==> src/rtl/slave_cpl_tracker.sv <==
// rtl/slave_cpl_tracker.sv - completion tracker: recorder lookup, entry update/retire, tag free, AXI response
module slave_cpl_tracker #(
    parameter int TAG_W   = 5,
    parameter int ID_W    = 4,
    parameter int BC_W    = 13,
    parameter int LA_W    = 7,
    parameter int ENTRY_W = 1 + ID_W + BC_W + LA_W
) (
    input  logic               clk,
    input  logic               ARESTn,
    input  logic               cpl_valid,
    output logic               cpl_ready,
    input  logic [TAG_W-1:0]   cpl_tag,
    input  logic [BC_W-1:0]    cpl_byte_count,
    input  logic [BC_W-1:0]    cpl_len_bytes,
    input  logic [2:0]         cpl_status,
    output logic [TAG_W-1:0]   resp_rd_addr,
    input  logic [ENTRY_W-1:0] resp_rd_data,
    output logic               resp_wr_en,
    output logic [TAG_W-1:0]   resp_wr_addr,
    output logic [ENTRY_W-1:0] resp_wr_data,
    output logic               tag_free_valid,
    output logic [TAG_W-1:0]   tag_free,
    output logic               res_valid,
    input  logic               res_ready,
    output logic [ID_W-1:0]    res_id,
    output logic [1:0]         res_resp,
    output logic               res_last,
    output logic               res_unexp
);

    typedef enum logic [1:0] {
        S_IDLE   = 2'd0,
        S_LOOKUP = 2'd1,
        S_WRITE  = 2'd2,
        S_RESP   = 2'd3
    } state_t;

    localparam logic [1:0] RESP_OKAY   = 2'b00;
    localparam logic [1:0] RESP_SLVERR = 2'b10;

    state_t               r_state;
    state_t               w_next_state;

    logic [TAG_W-1:0]     r_tag;
    logic [BC_W-1:0]      r_bc;
    logic [BC_W-1:0]      r_len;
    logic [2:0]           r_status;

    logic                 r_do_write;
    logic                 r_do_free;
    logic [ENTRY_W-1:0]   r_wr_data;
    logic [ID_W-1:0]      r_res_id;
    logic [1:0]           r_res_resp;
    logic                 r_res_last;
    logic                 r_res_unexp;

    // Recorder entry fields, MSB first: {valid, id, remaining, lower_addr}
    logic                 w_ent_valid;
    logic [ID_W-1:0]      w_ent_id;
    logic [BC_W-1:0]      w_ent_rem;
    logic [LA_W-1:0]      w_ent_la;

    logic                 w_do_write;
    logic                 w_do_free;
    logic [ENTRY_W-1:0]   w_wr_data;
    logic [ID_W-1:0]      w_res_id;
    logic [1:0]           w_res_resp;
    logic                 w_res_last;
    logic                 w_res_unexp;

    logic                 w_accept;

    assign w_ent_valid = resp_rd_data[ENTRY_W-1];
    assign w_ent_id    = resp_rd_data[ENTRY_W-2 -: ID_W];
    assign w_ent_rem   = resp_rd_data[LA_W +: BC_W];
    assign w_ent_la    = resp_rd_data[LA_W-1:0];

    assign w_accept    = (r_state == S_IDLE) && cpl_valid;

    // State register
    always_ff @(posedge clk or negedge ARESTn) begin
        if (!ARESTn) begin
            r_state <= S_IDLE;
        end else begin
            r_state <= w_next_state;
        end
    end

    // Next-state: fixed LOOKUP/WRITE pass, RESP holds until the response handshake
    always_comb begin
        w_next_state = r_state;
        case (r_state)
            S_IDLE:   if (cpl_valid) w_next_state = S_LOOKUP;
            S_LOOKUP: w_next_state = S_WRITE;
            S_WRITE:  w_next_state = S_RESP;
            S_RESP:   if (res_ready) w_next_state = S_IDLE;
            default:  w_next_state = S_IDLE;
        endcase
    end

    // Completion decision from the looked-up entry; unexpected beats error beats final beats partial
    always_comb begin
        w_do_write  = 1'b0;
        w_do_free   = 1'b0;
        w_wr_data   = resp_rd_data;
        w_res_id    = w_ent_id;
        w_res_resp  = RESP_OKAY;
        w_res_last  = 1'b0;
        w_res_unexp = 1'b0;
        if (!w_ent_valid) begin
            w_res_id    = '0;
            w_res_resp  = RESP_SLVERR;
            w_res_last  = 1'b1;
            w_res_unexp = 1'b1;
        end else if ((r_status != 3'b000) || (r_bc != w_ent_rem)) begin
            w_do_write  = 1'b1;
            w_do_free   = 1'b1;
            w_wr_data   = {1'b0, w_ent_id, w_ent_rem, w_ent_la};
            w_res_resp  = RESP_SLVERR;
            w_res_last  = 1'b1;
        end else if (r_len >= w_ent_rem) begin
            w_do_write  = 1'b1;
            w_do_free   = 1'b1;
            w_wr_data   = {1'b0, w_ent_id, {BC_W{1'b0}}, w_ent_la};
            w_res_last  = 1'b1;
        end else begin
            // Lower address wraps naturally at LA_W bits
            w_do_write  = 1'b1;
            w_wr_data   = {1'b1, w_ent_id, w_ent_rem - r_len, w_ent_la + r_len[LA_W-1:0]};
        end
    end

    // Latch the accepted header, then the decision made during LOOKUP
    always_ff @(posedge clk or negedge ARESTn) begin
        if (!ARESTn) begin
            r_tag       <= '0;
            r_bc        <= '0;
            r_len       <= '0;
            r_status    <= '0;
            r_do_write  <= 1'b0;
            r_do_free   <= 1'b0;
            r_wr_data   <= '0;
            r_res_id    <= '0;
            r_res_resp  <= '0;
            r_res_last  <= 1'b0;
            r_res_unexp <= 1'b0;
        end else begin
            if (w_accept) begin
                r_tag    <= cpl_tag;
                r_bc     <= cpl_byte_count;
                r_len    <= cpl_len_bytes;
                r_status <= cpl_status;
            end
            if (r_state == S_LOOKUP) begin
                r_do_write  <= w_do_write;
                r_do_free   <= w_do_free;
                r_wr_data   <= w_wr_data;
                r_res_id    <= w_res_id;
                r_res_resp  <= w_res_resp;
                r_res_last  <= w_res_last;
                r_res_unexp <= w_res_unexp;
            end
        end
    end

    // Outputs decoded from state; the free shares the write cycle so a tag is never re-issued before retirement
    always_comb begin
        cpl_ready      = 1'b0;
        resp_rd_addr   = '0;
        resp_wr_en     = 1'b0;
        resp_wr_addr   = '0;
        resp_wr_data   = '0;
        tag_free_valid = 1'b0;
        tag_free       = '0;
        res_valid      = 1'b0;
        res_id         = '0;
        res_resp       = '0;
        res_last       = 1'b0;
        res_unexp      = 1'b0;
        case (r_state)
            S_IDLE: begin
                cpl_ready = ARESTn;
            end
            S_LOOKUP: begin
                resp_rd_addr = r_tag;
            end
            S_WRITE: begin
                if (r_do_write) begin
                    resp_wr_en   = 1'b1;
                    resp_wr_addr = r_tag;
                    resp_wr_data = r_wr_data;
                end
                if (r_do_free) begin
                    tag_free_valid = 1'b1;
                    tag_free       = r_tag;
                end
            end
            S_RESP: begin
                res_valid = 1'b1;
                res_id    = r_res_id;
                res_resp  = r_res_resp;
                res_last  = r_res_last;
                res_unexp = r_res_unexp;
            end
            default: begin
                cpl_ready = 1'b0;
            end
        endcase
    end

endmodule

==> config.mk <==
export PLATFORM = sky130hd
export DESIGN_NAME = slave_cpl_tracker
export DESIGN_NICKNAME = d
export VERILOG_FILES = /design/src/rtl/slave_cpl_tracker.sv
export SDC_FILE = /design/constraint.sdc
export NUM_CORES = 1
export LEC_CHECK = 0
export ABC_AREA = 1
export CAP_MARGIN = 20
export CORE_ASPECT_RATIO = 0.5
export CORE_MARGIN = 3
export CORE_UTILIZATION = 50
export DETAILED_ROUTE_END_ITERATION = 7
export PLACE_DENSITY = 0.8
export SLEW_MARGIN = 20
export SYNTH_ARGS = -nofsm -noshare
export SYNTH_HDL_FRONTEND = slang
export SYNTH_SLANG_ARGS = --single-unit
export TNS_END_PERCENT = 100
==> constraint.sdc <==
create_clock -name clk -period 2 [get_ports clk]
set_input_delay 0.2 -clock clk [delete_from_list [all_inputs] [get_ports clk]]
set_output_delay 0.2 -clock clk [all_outputs]
set_load 0.02 [all_outputs]
=== Word level (Yosys, flattened, before mapping) ===
Cells that the tools add are included.

* Word-level logic and storage cells: 58
* Bits in registers: 71

* Multiplexer cells: 32
* Reduce and logical (&&, ||, !) cells: 5
* Add/sub/neg operators: 2
* Eq/ne operators: 6
* Magnitude comparators: 1

{| class="wikitable"
|+ Operators by type and width
! cell !! count
|-
| $mux W25 || 5
|-
| $mux W5 || 5
|-
| $mux W1 || 14
|-
| $ge A13 B13 Y1 || 1
|-
| $ne A13 B13 Y1 || 1
|-
| $sub A13 B13 Y13 || 1
|-
| $mux W2 || 5
|-
| $mux W4 || 2
|-
| $pmux W2 S4 || 1
|-
| $add A7 B7 Y7 || 1
|-
| $eq A2 B2 Y1 const B || 2
|-
| $ne A2 B2 Y1 const B || 2
|-
| $reduce_bool A3 Y1 || 1
|-
| $eq A2 B1 Y1 const B || 1
|-
| $logic_not A2 Y1 || 1
|-
| $reduce_and A2 Y1 || 1
|-
| $logic_and A1 B1 Y1 || 1
|-
| $logic_or A1 B1 Y1 || 1
|}

=== Depth between registers and ports, before layout ===
Gate-level depths: netlist (run 1).

* Depth in word-level cells: 4
* Mapped depth: 14

=== Least setup slack after synthesis (run 1) ===
Ideal clock, no wire load.

* Path type: register to register
* Start point: register r_len[0]
* End point: register r_wr_data[15]
* Path slack: 0.223 ns
* Setup time: 0.087 ns
* Stages on the path, launching flop included: 11
* Path buffers: 0
* Data required time: 1.913 ns
* Arrival: 1.689 ns
* Path through: dfrtp_1 -> ha_1 -> fa_1 -> inv_1 -> nand3_1 -> nand3_1 -> nand2_1 -> nand2_1 -> xor2_1 -> nand3_1 -> a22oi_1

* Cells in the longest elaborated chain, start to end: 4
* Elaborated cells between the ends (all ways): 5

{| class="wikitable"
|+ Ends and longest elaborated chain
! what !! RTL line !! text
|-
| start, declared || 47 || <nowiki>logic [BC_W-1:0] r_len;</nowiki>
|-
| start signal, assigned || 152 || <nowiki>r_len <= cpl_len_bytes;</nowiki>
|-
| $sub A13 B13 Y13 or $ge A13 B13 Y1 (tied branches) || 130, 122 ||
|-
| $mux W25 * || 122 || <nowiki>end else if (r_len >= w_ent_rem) begin</nowiki>
|-
| $mux W25 * || 116 || <nowiki>end else if ((r_status != 3'b000) || (r_bc != w_ent_rem)) begin</nowiki>
|-
| $mux W25 * || 111 || <nowiki>if (!w_ent_valid) begin</nowiki>
|-
| end signal, assigned || 158 || <nowiki>r_wr_data <= w_wr_data;</nowiki>
|-
| end, declared || 52 || <nowiki>logic [ENTRY_W-1:0] r_wr_data;</nowiki>
|}

Mark *: on every way between the ends. The rest lies on a longest branch, timed or not.
A chain may end at the register's enable or synchronous reset.

=== Worst setup path in the final report (run 1) ===
* Start point: register r_len[1]
* End point: register r_wr_data[13]

The elaborated chain is that of the path after synthesis.

==> impl_metrics.json, run 1 <==
{
  "status": "finished with violations",
  "violations": "negative setup slack",
  "cts_buffers": 9,
  "grt_pass1_vias": 4453,
  "dr.pass1.iters": 5,
  "synth_top_area_cell": "dfrtp_1",
  "drc": 0,
  "syn2layout_area_growth_pct": 52.4,
  "async_reset_ff_share_pct": 100,
  "yosys-top-cells-area": "dfrtp_1, nand2_1, inv_1, nor2_1, ha_1",
  "synth_top_area_share_pct": 39.1,
  "start_util_pct": 53.6,
  "synth-seq-area-share_pct": 39.1,
  "holdWs_ps": 389,
  "synth.most_common_cell": "nand2_1",
  "worst_slew_pin_slew_ps": 568,
  "placed_area_sq_um": 6150,
  "crit_required_ps": 2240,
  "drive_gt1_share_pct": 24.7,
  "clk-insertion-delay-late_ps": 340,
  "arrival_ps": 2290,
  "fp.dieH_microns": 72.9,
  "wire_per_inst_microns": 15.8,
  "min_period_over_period_pct": 103,
  "ys_types": 33,
  "via_per_inst": 5.16,
  "grt_pass1_wl_microns": 21100,
  "vias": 4734,
  "path_max_fanout": 6,
  "synth_fp_nets": 715,
  "setup_tns_ps": -105,
  "die_width_microns": 140,
  "totalWireLength_microns": 14500,
  "slew_violations": 0,
  "routed.top_layer": "met4",
  "wl_met2_microns": 7090,
  "dieArea_sq_um": 10200,
  "pre_cts_slack_ps": -313,
  "core_sq_um": 8350,
  "num_io_pins": 115,
  "cts_sinks": 70,
  "htree_levels": 3,
  "diodes": 0,
  "track_usage_pct": 26.2,
  "setup_viol": 11,
  "avgSynthCellArea_sq_um": 7.15,
  "postLayoutCellArea_sq_um": 6820,
  "netlist_area_sq_um": 4480,
  "cts_tree": "done",
  "cts_buffer_depth": 2,
  "drv_cap": 0,
  "finClkSkew_ps": 11.5,
  "yosysWarnings": 0,
  "synth_common_cells": "nand2_1, inv_1, nor2_1",
  "crit_path_start_kind": "flip-flop",
  "leakage_nw": 3.58,
  "wl_met3_microns": 754,
  "rrSetupSlack_ps": -60,
  "clk_pin_slew_ps": 60,
  "grt_antenna_before_repair": 0,
  "peakVddDrop_mv": 0.803,
  "drtIter0Drc": 376,
  "synth_edf_count": 0,
  "gp_congestion": 0.940,
  "finalHoldViolCount": 0,
  "final_util_pct": 81.8,
  "synth_ff_type": "dfrtp_1",
  "maxSlewHeadroom_pct": 62.0,
  "gr-total-overflow": 0,
  "antenna_left": 0,
  "clockRootBuffer": "clkbuf_16",
  "core.rowCount": 23,
  "numPortBuffers": 113,
  "crit_type": "flip-flop to flip-flop",
  "fin_nets": 889,
  "end_kind": "flip-flop",
  "period_minus_slack_ps": 2060,
  "setup_ws_ps": -57.3,
  "min_path_type": "input port to flip-flop",
  "grt_max_degree": 71,
  "power.density_nw_per_um2": 1440,
  "wl_met1_microns": 6290,
  "post-dp-hpwl_microns": 10000,
  "rsz0062_at_grt": "yes",
  "syn_inst": 626,
  "ys_seq_elements": 70,
  "fmax_mhz": 486
}
metrics by stage:
step,cells,power [mW]
2_1_floorplan,626,5.39
3_3_place_gp,892,7.34
3_5_place_dp,892,7.49
4_1_cts,909,9.20
5_1_grt,917,10.5
6_report,917,9.83
final cells by class:
type,count,area [sq um]
timing repair buffer,185,1650
tap,112,140
inverter,118,443
clock buffer,9,225
sequential,70,1750
multi-input combinational,416,2520
fill,524,1520
clock inverter,7,96.3
registers in the layout, summed over array words and instances (netlist names):
| name | count |
|---|---|
| r_res_resp | 1 |
| r_wr_data | 25 |
| r_res_last | 1 |
| r_len | 13 |
| r_bc | 13 |
| r_status | 3 |
| r_do_write | 1 |
| r_res_unexp | 1 |
| r_tag | 5 |
| r_do_free | 1 |
| r_state | 2 |
| r_res_id | 4 |
layout by cell type (no fill, tap or decap), types with 11 or more instances in the layout:
cell type / count
nand2_1: 121
ha_4: 11
a21oi_1: 42
o21ai_0: 26
clkdlybuf4s50_1: 66
inv_2: 12
dfrtp_1: 69
nand3_2: 20
nor2_1: 92
inv_1: 105
clkbuf_2: 14
nand3_1: 19
buf_4: 65
clkdlybuf4s15_2: 12
path summary, 6_finish.rpt:
check,cells after the start,startpoint,endpoint
worst max-delay path,11,r_len[1],r_wr_data[13]
max in group asynchronous,3,ARESTn,r_len[1]
worst max register to register,11,r_len[1],r_wr_data[13]
worst min register to register,2,r_do_write,r_do_write
worst min-delay path,3,resp_rd_data[16],r_wr_data[16]
min in group asynchronous,3,ARESTn,r_wr_data[18]
worst max-delay path: stages (launching register included):
cell	delay, ps
dfrtp_2	390
inv_1	60
ha_1	290
nand2_1	80
nand2_2	90
nand3_2	110
a21oi_2	160
nor2_2	60
nor2_4	240
clkbuf_16	220
nand3_2	60
a22oi_1	180
cells by family (layout without fill, tap and decap cells):
| family | count (synthesis) | after routing | synth area share (%) |
|---|---|---|---|
| and+or+nand+nor | 281 | 281 | 25.8 |
| buffers and inverters | 140 | 319 | 12.2 |
| AOI/OAI and AO/OA | 90 | 90 | 11.5 |
| DFF | 70 | 70 | 39.1 |
| adders and majority gates | 26 | 26 | 7.60 |
| xor gates and xnor gates | 14 | 14 | 2.74 |
| muxes | 4 | 4 | 1.01 |
| other | 1 | 1 | 0.0838 |
report_power, final:
part / total (mW) / switching (mW) / internal (mW)
clock network: 1.75 / 0.652 / 1.09
registers: 2.43 / 0.339 / 2.09
logic: 5.66 / 3.21 / 2.44
per-layer routing:
layer | global-route usage, % | vias to the layer above
met5 | 0 | -
met4 | 8.70 | 0
met3 | 5.24 | 32
met2 | 45.3 | 146
met1 | 33.8 | 2263
li1 | - | 2293
repair_timing:
| action | 4_1_cts | 5_1_grt |
|---|---|---|
| gates cloned | 0 | 1 |
| pin swaps | 0 | 24 |
| hold endpoints to repair | 25 | 0 |
| gates resized for setup | 99 | 90 |
| setup buffers | 0 | 7 |
| setup endpoints to repair | 67 | 63 |
| hold buffers | 1 | 0 |
(Power assumes the default switching activity.)
==> run 2: changes to the inputs <==
- GPL_ROUTABILITY_DRIVEN: unset -> 0
- SETUP_SLACK_MARGIN: unset -> 0.5
==> run 2 against run 1 <==
Against the previous run: the flow now stops in global routing; synthesized area did not move; synthesized cell count did not move.
==> impl_metrics.json, run 2 <==
{
  "synth-seq-area-share_pct": 39.1,
  "crit_endpoint": "r_wr_data[16]$_DFFE_PN0N_/D",
  "post-dp-hpwl_microns": 9750,
  "synth_ff_type": "dfrtp_1",
  "fp.dieH_microns": 72.9,
  "async_reset_ff_share_pct": 100,
  "synth_common_cells": "nand2_1, inv_1, nor2_1",
  "ys_seq_elements": 70,
  "cts_sinks": 70,
  "status": "aborted with a tool error",
  "die_width_microns": 140,
  "gr-total-overflow": 353,
  "numPortBuffers": 113,
  "track_usage_pct": 83.6,
  "syn_inst": 626,
  "start_util_pct": 53.6,
  "haltStage": "global routing",
  "cts_buffer_depth": 2,
  "error": "[ERROR GRT-0232] Routing congestion too high. Check the congestion heatmap in the GUI.",
  "dp.cells": 884,
  "synth_edf_count": 0,
  "core.rowCount": 23,
  "ctsHoldBuffers": 0,
  "synth_top_area_cell": "dfrtp_1",
  "ys_types": 33,
  "yosysWarnings": 0,
  "avgSynthCellArea_sq_um": 7.15,
  "synth_top_area_share_pct": 39.1,
  "yosys-top-cells-area": "dfrtp_1, nand2_1, inv_1, nor2_1, ha_1",
  "netlist_area_sq_um": 4480,
  "grt_max_degree": 71,
  "clockRootBuffer": "clkbuf_16",
  "synth_fp_nets": 715,
  "num_io_pins": 115,
  "htree_levels": 3,
  "worstEpCategory": "register data pin",
  "synth.most_common_cell": "nand2_1",
  "cts_buffers": 9
}
-- run 2: repair_timing --
item                       CTS
gates cloned                 4
pin swaps                    8
setup buffers               18
setup endpoints to repair  106
resized for setup          310
-- run 2: cell families after synthesis --
family / synth area share (%)
DFF: 39.1
xor gates and xnor gates: 2.74
and+or+nand+nor: 25.8
AOI/OAI and AO/OA: 11.5
muxes: 1.01
adders and majority gates: 7.60
buffers and inverters: 12.2
other: 0.0838
-- run 2: metal layers --
metal | GRT usage, % | overflow
met1 | 79.0 | 2
met2 | 105 | 231
met3 | 65.2 | 5
met4 | 94.3 | 115
met5 | 29.7 | 0
-- run 2: stage by stage --
step	area, sq um	utilization (%)	setup WS (ps)	hold slack, ps
CTS	6830	81.8	74.2	12.0
detailed placement	6180	74.0	-310	373
global placement	6180	74.0	-261	356
floorplan	4560	-	297	-95.6
==> run 3: changes to the inputs <==
- CORE_ASPECT_RATIO: 0.5 -> unset
- CORE_UTILIZATION: 50 -> 40
- PLACE_DENSITY: 0.8 -> unset
- PLACE_DENSITY_LB_ADDON: unset -> 0.15
- SETUP_SLACK_MARGIN: 0.5 -> unset
==> run 3 against run 2 <==
Against the previous run: the flow now finishes without violations.
==> impl_metrics.json, run 3 (synthesis results as in run 1) <==
{
  "status": "complete, no violations",
  "placed_area_sq_um": 6130,
  "regMostFlops": "r_wr_data",
  "cpPeakStageDelay_ps": 530,
  "crit_path_start_kind": "input port",
  "min_path_type": "input port to asynchronous set/reset pin",
  "arrival_ps": 2170,
  "totalWireLength_microns": 12400,
  "grt_max_degree": 71,
  "path_max_fanout": 8,
  "gr-total-overflow": 0,
  "largest_reg_flops": 25,
  "wire_per_inst_microns": 13.3,
  "antenna_left": 0,
  "rsz0062_at_grt": "yes",
  "min_period_over_period_pct": 96.7,
  "setup_ws_ps": 65.9,
  "drtIter0Drc": 320,
  "final_cell_mix": "nand2_1, inv_1, nor2_1",
  "drv_cap": 0,
  "end_kind": "flip-flop",
  "vias": 4427,
  "drive_gt1_share_pct": 19.6,
  "pre_cts_slack_ps": -330,
  "grt_pass1_wl_microns": 20100,
  "fill_cells": 1004,
  "setup_viol": 0,
  "fin_nets": 882,
  "finClkSkew_ps": 8.63,
  "peakVddDrop_mv": 0.585,
  "setup_tns_ps": 0,
  "cts_buffers": 9,
  "postLayoutCellArea_sq_um": 6370,
  "cts_sinks": 70,
  "fp.dieH_microns": 112,
  "crit_required_ps": 2230,
  "die_width_microns": 112,
  "final_common_cell": "nand2_1",
  "power.total_mw": 8.57,
  "crit_type": "input port to flip-flop",
  "top_regs": "r_wr_data x25, r_bc x13, r_len x13",
  "via_per_inst": 4.75,
  "worst_slew_pin_slew_ps": 897,
  "start_util_pct": 42.2,
  "holdWs_ps": 107,
  "crit_slowest_cell": "clkdlybuf4s50_1",
  "period_minus_slack_ps": 1930,
  "track_usage_pct": 19.8,
  "dr.pass1.iters": 4,
  "clk_pin_slew_ps": 70,
  "ctsHoldBuffers": 0,
  "numPortBuffers": 113,
  "fmax_mhz": 517,
  "cts_tree": "done",
  "htree_levels": 3,
  "clockRootBuffer": "clkbuf_8",
  "num_io_pins": 115,
  "post-dp-hpwl_microns": 9730,
  "slew_violations": 0,
  "clk-insertion-delay-late_ps": 340,
  "diodes": 0,
  "drc": 0,
  "crit_path_cell_trace": "clkdlybuf4s50_1, ha_4, nand2_2, nor3_4, nand2_2, a21oi_2, nor2_2, nor2_4, buf_6, nand3_1, nand3_1, nand2_1",
  "grt_pass1_vias": 4271,
  "dieArea_sq_um": 12500,
  "power.density_nw_per_um2": 1350,
  "maxSlewHeadroom_pct": 40.2,
  "cts_buffer_depth": 2,
  "grt_antenna_before_repair": 0,
  "syn2layout_area_growth_pct": 42.2,
  "finalHoldViolCount": 0,
  "core.rowCount": 37,
  "leakage_nw": 3.49,
  "core_sq_um": 10600
}
## run 3: final cells by class
cell class                 instances  area [sq um]  area share [%]
clock buffer                      12           135            2.12
inverter                         118           447            7.02
clock inverter                     2          35.0           0.550
tap                              136           170            2.67
multi-input combinational        416          2360            37.1
timing repair buffer             178          1470            23.0
sequential                        70          1750            27.5
## run 3: path summary, 6_finish.rpt
check	startpoint	to	slack (ps)	cells after the start
hold reg to reg	r_wr_data[4]	r_wr_data[4]	480	2
setup / recovery	resp_rd_data[17]	r_wr_data[1]	70	12
max in group asynchronous	ARESTn	r_tag[3]	1320	2
hold / removal	ARESTn	r_wr_data[21]	110	2
min in group clk	resp_rd_data[16]	r_wr_data[16]	330	3
setup reg to reg	r_len[0]	r_wr_data[6]	90	9
## run 3: repair_timing
item | in CTS | in global routing
endpoints found under the setup margin | 56 | 87
endpoints found under the hold margin | 0 | 0
pin swaps | 0 | 7
setup buffers | 0 | 4
resized for setup | 90 | 87
## run 3: layer usage
metal / GRT usage [%] / part of all wire (%) / vias up / wire length [microns]
li1: - / - / 2278 / -
met1: 26.8 / 46 / 2001 / 5690
met2: 32.1 / 46 / 125 / 5710
met3: 4.13 / 6.0 / 23 / 738
met4: 5.60 / 2.1 / 0 / 254
met5: 0 / 0 / - / 0
## run 3: power breakdown
group          switching, mW  internal [mW]  leakage (nW)
logic                   2.88           2.24          2.61
registers              0.306           2.08         0.790
clock network          0.501          0.562        0.0863
## run 3: critical path: cells and delay by family
kind | cells | cell delay, ps
buffers and inverters | 2 | 680
AOI/OAI and AO/OA | 1 | 110
adders and majority gates | 1 | 340
and+or+nand+nor | 8 | 830
## run 3: metrics by stage
step                      util (%)  cells
final                         60.1    932
after global routing          60.1    932
after CTS                     59.6    928
after detailed placement      57.9    914
after global placement        57.9    914
after floorplan                  -    626
